$ cat src/rtl/truth_table_sweeper_pkg.sv
// Shared types and sizing helpers for the truth-table sweeper.
package tt_pkg;

  typedef enum logic [1:0] {
    ST_IDLE   = 2'd0,
    ST_WAIT   = 2'd1,
    ST_SAMPLE = 2'd2,
    ST_DONE   = 2'd3
  } state_e;

  localparam int N_IN_DEF = 4;
  localparam int N_MIN    = 2 ** N_IN_DEF;
  localparam int CNT_W    = 4;

  function automatic int n_min(input int n_in);
    return 1 << n_in;
  endfunction

  // err_cnt must be able to hold 2^N_IN, hence one extra bit
  function automatic int err_w(input int n_in);
    return n_in + 1;
  endfunction

endpackage

$ cat src/rtl/truth_table_sweeper_if.sv
// Sweeper bus: control, expected/captured tables and the function-under-test hookup.
// Optional first-fail signals exist only when TT_FIRST_FAIL_EN is defined.
interface truth_table_sweeper_if #(
  parameter int N_IN  = 4,
  parameter int N_OUT = 2
) ();
  import tt_pkg::*;

  localparam int NM = n_min(N_IN);

  logic                    start;
  logic [N_OUT*NM-1:0]     exp_tt;
  logic [N_OUT-1:0]        res;
  logic [N_IN-1:0]         vec;
  logic [N_IN-1:0]         m;
  logic                    busy;
  logic                    done;
  logic                    pass;
  logic [err_w(N_IN)-1:0]  err_cnt;
  logic [N_OUT*NM-1:0]     tt;
`ifdef TT_FIRST_FAIL_EN
  logic [N_IN-1:0]         first_fail;
  logic                    first_fail_vld;
`endif

  modport master (
    output start, exp_tt, res,
    input  vec, m, busy, done, pass, err_cnt, tt
`ifdef TT_FIRST_FAIL_EN
    , input first_fail, first_fail_vld
`endif
  );

  modport slave (
    input  start, exp_tt, res,
    output vec, m, busy, done, pass, err_cnt, tt
`ifdef TT_FIRST_FAIL_EN
    , output first_fail, first_fail_vld
`endif
  );

endinterface

$ cat src/rtl/truth_table_sweeper_settle_timer.sv
// Loadable settle down-counter; zero_o flags that the applied vector has settled.
module tt_settle_timer
  import tt_pkg::*;
(
  input  logic             clk,
  input  logic             rst_n,
  input  logic             load_i,
  input  logic [CNT_W-1:0] load_val_i,
  input  logic             dec_i,
  output logic             zero_o
);

  logic [CNT_W-1:0] cnt_q;

  always_ff @(posedge clk or negedge rst_n) begin
    if (!rst_n) begin
      cnt_q <= '0;
    end else if (load_i) begin
      cnt_q <= load_val_i;
    end else if (dec_i && (cnt_q != '0)) begin
      cnt_q <= cnt_q - CNT_W'(1);
    end
  end

  assign zero_o = (cnt_q == '0);

endmodule

$ cat src/rtl/truth_table_sweeper.sv
// Sweeps every minterm into a combinational block, captures its truth tables and checks them.
// Define TT_FIRST_FAIL_EN to add first_fail / first_fail_vld reporting.
module truth_table_sweeper
  import tt_pkg::*;
#(
  parameter int N_IN   = 4,
  parameter int N_OUT  = 2,
  parameter int SETTLE = 1
) (
  input logic              clk,
  input logic              rst_n,
  truth_table_sweeper_if.slave bus
);

  localparam int NM = n_min(N_IN);
  localparam int EW = err_w(N_IN);
  localparam int TW = N_OUT * NM;
  localparam logic [CNT_W-1:0] RELOAD = CNT_W'(SETTLE - 1);
  localparam logic [N_IN-1:0]  M_LAST = N_IN'(NM - 1);

  state_e          state_q, state_d;
  logic [N_IN-1:0] m_q, m_d;
  logic            busy_q, busy_d;
  logic            done_q, done_d;
  logic            pass_q, pass_d;
  logic [EW-1:0]   err_q, err_d;
  logic [TW-1:0]   tt_q, tt_d;

  logic            tmr_load, tmr_dec, tmr_zero;
  logic [NM-1:0]   onehot;
  logic [TW-1:0]   sel_mask, res_rep, tt_samp;
  logic [N_OUT-1:0] miss_v;
  logic            miss;

  tt_settle_timer u_timer (
    .clk        (clk),
    .rst_n      (rst_n),
    .load_i     (tmr_load),
    .load_val_i (RELOAD),
    .dec_i      (tmr_dec),
    .zero_o     (tmr_zero)
  );

  // Per-output slices: the current minterm's bit position in every table
  assign onehot = NM'(1) << m_q;

  for (genvar o = 0; o < N_OUT; o++) begin : g_out
    logic [NM-1:0] exp_sl;
    assign exp_sl                 = bus.exp_tt[o*NM +: NM];
    assign sel_mask[o*NM +: NM]   = onehot;
    assign res_rep[o*NM +: NM]    = {NM{bus.res[o]}};
    assign miss_v[o]              = bus.res[o] ^ exp_sl[m_q];
  end

  assign tt_samp = (tt_q & ~sel_mask) | (res_rep & sel_mask);
  assign miss    = |miss_v;

  always_comb begin
    state_d  = state_q;
    m_d      = m_q;
    busy_d   = busy_q;
    done_d   = 1'b0;
    pass_d   = pass_q;
    err_d    = err_q;
    tt_d     = tt_q;
    tmr_load = 1'b0;
    tmr_dec  = 1'b0;
    case (state_q)
      ST_IDLE: begin
        if (bus.start) begin
          tt_d     = '0;
          err_d    = '0;
          m_d      = '0;
          pass_d   = 1'b0;
          busy_d   = 1'b1;
          tmr_load = 1'b1;
          state_d  = ST_WAIT;
        end
      end
      ST_WAIT: begin
        if (tmr_zero) state_d = ST_SAMPLE;
        else          tmr_dec = 1'b1;
      end
      ST_SAMPLE: begin
        tt_d = tt_samp;
        if (miss) err_d = err_q + EW'(1);
        // pass is judged on the table including this final sample so it is valid with done
        if (m_q == M_LAST) begin
          state_d = ST_DONE;
          done_d  = 1'b1;
          busy_d  = 1'b0;
          pass_d  = (tt_samp == bus.exp_tt);
        end else begin
          m_d      = m_q + N_IN'(1);
          tmr_load = 1'b1;
          state_d  = ST_WAIT;
        end
      end
      ST_DONE: state_d = ST_IDLE;
      default: state_d = ST_IDLE;
    endcase
  end

  always_ff @(posedge clk or negedge rst_n) begin
    if (!rst_n) begin
      state_q <= ST_IDLE;
      m_q     <= '0;
      busy_q  <= 1'b0;
      done_q  <= 1'b0;
      pass_q  <= 1'b0;
      err_q   <= '0;
      tt_q    <= '0;
    end else begin
      state_q <= state_d;
      m_q     <= m_d;
      busy_q  <= busy_d;
      done_q  <= done_d;
      pass_q  <= pass_d;
      err_q   <= err_d;
      tt_q    <= tt_d;
    end
  end

  assign bus.vec     = m_q;
  assign bus.m       = m_q;
  assign bus.busy    = busy_q;
  assign bus.done    = done_q;
  assign bus.pass    = pass_q;
  assign bus.err_cnt = err_q;
  assign bus.tt      = tt_q;

`ifdef TT_FIRST_FAIL_EN
  logic [N_IN-1:0] ff_q;
  logic            ffv_q;

  always_ff @(posedge clk or negedge rst_n) begin
    if (!rst_n) begin
      ff_q  <= '0;
      ffv_q <= 1'b0;
    end else if ((state_q == ST_IDLE) && bus.start) begin
      ff_q  <= '0;
      ffv_q <= 1'b0;
    end else if ((state_q == ST_SAMPLE) && miss && !ffv_q) begin
      ff_q  <= m_q;
      ffv_q <= 1'b1;
    end
  end

  assign bus.first_fail     = ff_q;
  assign bus.first_fail_vld = ffv_q;
`endif

endmodule

$ cat src/flat_wrapper.sv
// flat-port wrapper written by rule: the top's interface ports become plain ports
module truth_table_sweeper_flat import tt_pkg::*;
#(
  parameter int N_IN   = 4,
  parameter int N_OUT  = 2,
  parameter int SETTLE = 1
)
  (clk, rst_n, bus_start, bus_exp_tt, bus_res, bus_vec, bus_m, bus_busy, bus_done, bus_pass, bus_err_cnt, bus_tt);
  truth_table_sweeper_if #(.N_IN(N_IN), .N_OUT(N_OUT)) bus_i ();
  input logic clk;
  input logic rst_n;
  input wire logic [$bits(bus_i.start)-1:0] bus_start;
  input wire logic [$bits(bus_i.exp_tt)-1:0] bus_exp_tt;
  input wire logic [$bits(bus_i.res)-1:0] bus_res;
  output wire logic [$bits(bus_i.vec)-1:0] bus_vec;
  output wire logic [$bits(bus_i.m)-1:0] bus_m;
  output wire logic [$bits(bus_i.busy)-1:0] bus_busy;
  output wire logic [$bits(bus_i.done)-1:0] bus_done;
  output wire logic [$bits(bus_i.pass)-1:0] bus_pass;
  output wire logic [$bits(bus_i.err_cnt)-1:0] bus_err_cnt;
  output wire logic [$bits(bus_i.tt)-1:0] bus_tt;
  assign bus_i.start = bus_start;
  assign bus_i.exp_tt = bus_exp_tt;
  assign bus_i.res = bus_res;
  assign bus_vec = bus_i.vec;
  assign bus_m = bus_i.m;
  assign bus_busy = bus_i.busy;
  assign bus_done = bus_i.done;
  assign bus_pass = bus_i.pass;
  assign bus_err_cnt = bus_i.err_cnt;
  assign bus_tt = bus_i.tt;
  truth_table_sweeper #(.N_IN(N_IN), .N_OUT(N_OUT), .SETTLE(SETTLE)) u_core (.clk(clk), .rst_n(rst_n), .bus(bus_i));
endmodule
$ cat config.mk
export PLATFORM = sky130hd
export DESIGN_NAME = truth_table_sweeper_flat
export DESIGN_NICKNAME = d
export VERILOG_FILES = /design/src/rtl/truth_table_sweeper_pkg.sv /design/src/rtl/truth_table_sweeper_if.sv /design/src/rtl/truth_table_sweeper_settle_timer.sv /design/src/rtl/truth_table_sweeper.sv /design/src/flat_wrapper.sv
export SDC_FILE = /design/constraint.sdc
export NUM_CORES = 1
export LEC_CHECK = 0
export ABC_AREA = 1
export CAP_MARGIN = 30
export CORE_ASPECT_RATIO = 0.9
export CORE_MARGIN = 10
export CORE_UTILIZATION = 40
export DETAILED_ROUTE_END_ITERATION = 7
export GPL_ROUTABILITY_DRIVEN = 0
export GPL_TIMING_DRIVEN = 0
export PLACE_DENSITY = 0.67
export SLEW_MARGIN = 20
export SYNTH_ARGS = -nofsm -noshare
export SYNTH_HDL_FRONTEND = slang
export SYNTH_SLANG_ARGS = --single-unit
export TNS_END_PERCENT = 20
$ cat constraint.sdc
create_clock -name clk -period 2.7 [get_ports clk]
set_input_delay 0.54 -clock clk [delete_from_list [all_inputs] [get_ports clk]]
set_output_delay 0.54 -clock clk [all_outputs]
set_load 0.02 [all_outputs]
==> results.ini <==
[outcome]
status=finished, final reports clean

[clock_network]
cts_root_buf=clkbuf_8
ctsHtreeMaxLevel=2
cts.clk_slew.worst_paths_ns=0.09
cts_buffers=5
clk_path_buf_depth=2
clk-insertion-delay-late_ns=0.31
cts_sinks=50
cts_tree=built

[logic_synthesis]
synth_area_leaders=dfrtp_1 37%, nand2_1 17%, inv_1 7.7%
avgSynthCellArea_um2=6.832
syn_inst=495
yosys_warnings=0
yosys.area.top_type=dfrtp_1
ys_seq_area_share_pct=37.00
synth_top_area_share_pct=37.00
yosys_register_bits=50
syn_area_mm2=0.003382
synth_nets=540
yosys.cell_types.count=29

[floorplan]
fp-row-count=31
dieHeight_um=107.2
chipWidth_um=116.9
dieArea_mm2=0.01254
core_area_mm2=0.008145
num_io_pins=85
start_util_pct=41.52

[final_layout]
final_common_cell=nand2_1
num-nets-final=632
final_cell_mix=150 x nand2_1, 83 x clkdlybuf4s50_1, 69 x inv_1, 50 x dfrtp_1, 37 x nand3_1
fin_cells=687
antenna_cells=0
layout-drive-gt1-share_pct=7.313
area_delta_synth_final_pct=32.37

[hold_path]
min_path_type=in -> async

[power]
power_frac_comb_pct=56.3
vdd_drop_max_uv=586.2
switching_power_mw=1.615
finalPower_mw=3.441
p_clk_share_pct=15.5
leakagePower_nw=2.162
powerDensity_mw_per_mm2=768.6
p_sw_share_pct=46.94
seqPwrFrac_pct=28.2
p_int_mw=1.826

[sta]
fin_crit_sh_pct=92.86
relSlewSlack_pct=52.98
worst_pin_slew_ns=0.7054
hold_viol=0
rsz0062_at_grt=false
fmax_ghz=0.3988
finalMaxSlewViolations=0
final.setup_skew_ns=0.01029
min_period_ns=2.507
finalSetupViolCount=0

[setup_path]
worstPathArrival_ns=2.77
worst-setup-path-type=reg -> reg
cp-start-kind=flip-flop
critPathCaptureType=flip-flop
r2r_slack_ns=0.19
crit_path_max_fanout=11
required_ns=2.96

[placement]
dpl.hpwl_um=8706
dp_cells=679
port_buffers=84

[grt]
grtUsageTotal_pct=17.67
grt-ovfl-total=0
grt_pass1_wl_um=17630
antenna_found_initial=0
grt_start_max_net_pins=27
grt_pass1_vias=3498

[route]
ant_nets=0
avgViaCountPerCell=5.162
wl_um=10990
drc=0
first_iter_violations=187
first_pass_iters=5
vias=3546
wl_per_cell_um=16.00

[run]
maxCapViolCount=0

==> logic make-up (layout without fill, tap and decap cells) <==
family                     after synthesis  in the layout  share of synthesized area (%)
adders and majority gates                8              8                          2.960
buffers and inverters                   94            187                          11.36
DFF                                     50             50                          37.00
and+or+nand+nor                        236            236                          29.04
AOI/OAI and AO/OA                       91             91                          15.50
xor gates and xnor gates                16             16                          4.143
==> state kept, by name, summed over array words and instances, names as in the netlist <==
signal	flops
u_core.bus.busy	1
u_core.bus.done	1
u_core.bus.err_cnt	5
u_core.bus.m	4
u_core.bus.pass	1
u_core.bus.tt	32
u_core.state_q	2
u_core.u_timer.cnt_q	4
==> critical path, cell delays in order (launching register included) <==
cell and delay (ns):
dfrtp_1 0.46, buf_4 0.21, inv_4 0.11, buf_4 0.20
ha_1 0.29, nand3_1 0.19, o21ai_0 0.19, inv_1 0.08
nand2_1 0.09, nand4_1 0.12, nor2_1 0.12, nand2_1 0.08
nor2_1 0.14, nand2_1 0.10, nand2_1 0.06
==> cell usage after synthesis <==
master and instances:
clkbuf_1 7, inv_1 69, o22ai_1 28, nand2_1 150, buf_1 1, buf_2 2, o21ai_2 6, o21a_1 1
nor2_4 1, nand3_2 1, nand4_1 3, o21ai_0 29, nand3_1 38, nor3_1 2, o21ai_1 15, or2_2 2
xor2_1 16, o211ai_1 3, nand2_2 6, nor2_2 2, a21oi_1 8, clkinv_1 2, ha_1 8, dfrtp_1 50
inv_4 1, inv_2 5, nor2_1 31, a31oi_1 1, buf_4 7
==> worst paths after layout <==
kind / start / endpoint / cells after the start
setup / recovery: u_core.bus.m[0] / u_core.bus.pass / 14
hold / removal: rst_n / u_core.u_timer.cnt_q[0] / 1
setup reg to reg: u_core.bus.m[0] / u_core.bus.pass / 14
hold reg to reg: u_core.u_timer.cnt_q[3] / u_core.u_timer.cnt_q[3] / 1
max in group asynchronous: rst_n / u_core.bus.tt[25] / 2
min in group clk: u_core.u_timer.cnt_q[3] / u_core.u_timer.cnt_q[3] / 1
==> power groups by stage <==
stage	Clock (mW)	Sequential, mW	Combinational [mW]
after global routing	0.577	0.992	2.14
after CTS	0.555	0.969	1.92
after global placement	0	0.980	1.89
after floorplan	0	1.08	1.11
final	0.534	0.971	1.94
after detailed placement	0	0.982	1.91
==> per-layer routing <==
metal	global-route usage, %	part of all wire (%)	vias to the layer above
met5	0	0	-
met4	3.704	0.90	0
met3	4.961	8.8	9
met2	27.42	44	121
met1	23.87	46	1640
li1	-	-	1776
==> timing repair <==
item,CTS,global route
setup buffers,0,0
hold buffers,0,0
setup endpoints to repair,0,1
gates resized for setup,0,3
==> layout make-up <==
cell class,count,area [um2]
buffer,17,92.59
fill,820,3669
timing repair buffer,85,855.8
inverter,77,291.5
sequential,50,1251
clock buffer,6,72.57
multi-input combinational,351,1752
clock inverter,2,37.54
tap,99,123.9
==> metrics by stage <==
step	instance area, um2	hold slack (ns)	setup WS [ns]	setup TNS (ns)	utilization, %
2_1_floorplan	3382	0.2444	0.6122	0	-
3_3_place_gp	4347	0.4486	-0.3448	-17.07	53.36
3_5_place_dp	4362	0.4553	0.07982	0	53.55
4_1_cts	4472	0.2384	0.1881	0	54.90
5_1_grt	4477	0.2622	0.0003555	0	54.96
6_report	4477	0.2238	0.1927	0	54.96
Note: power is estimated with default switching activity, not from simulation.
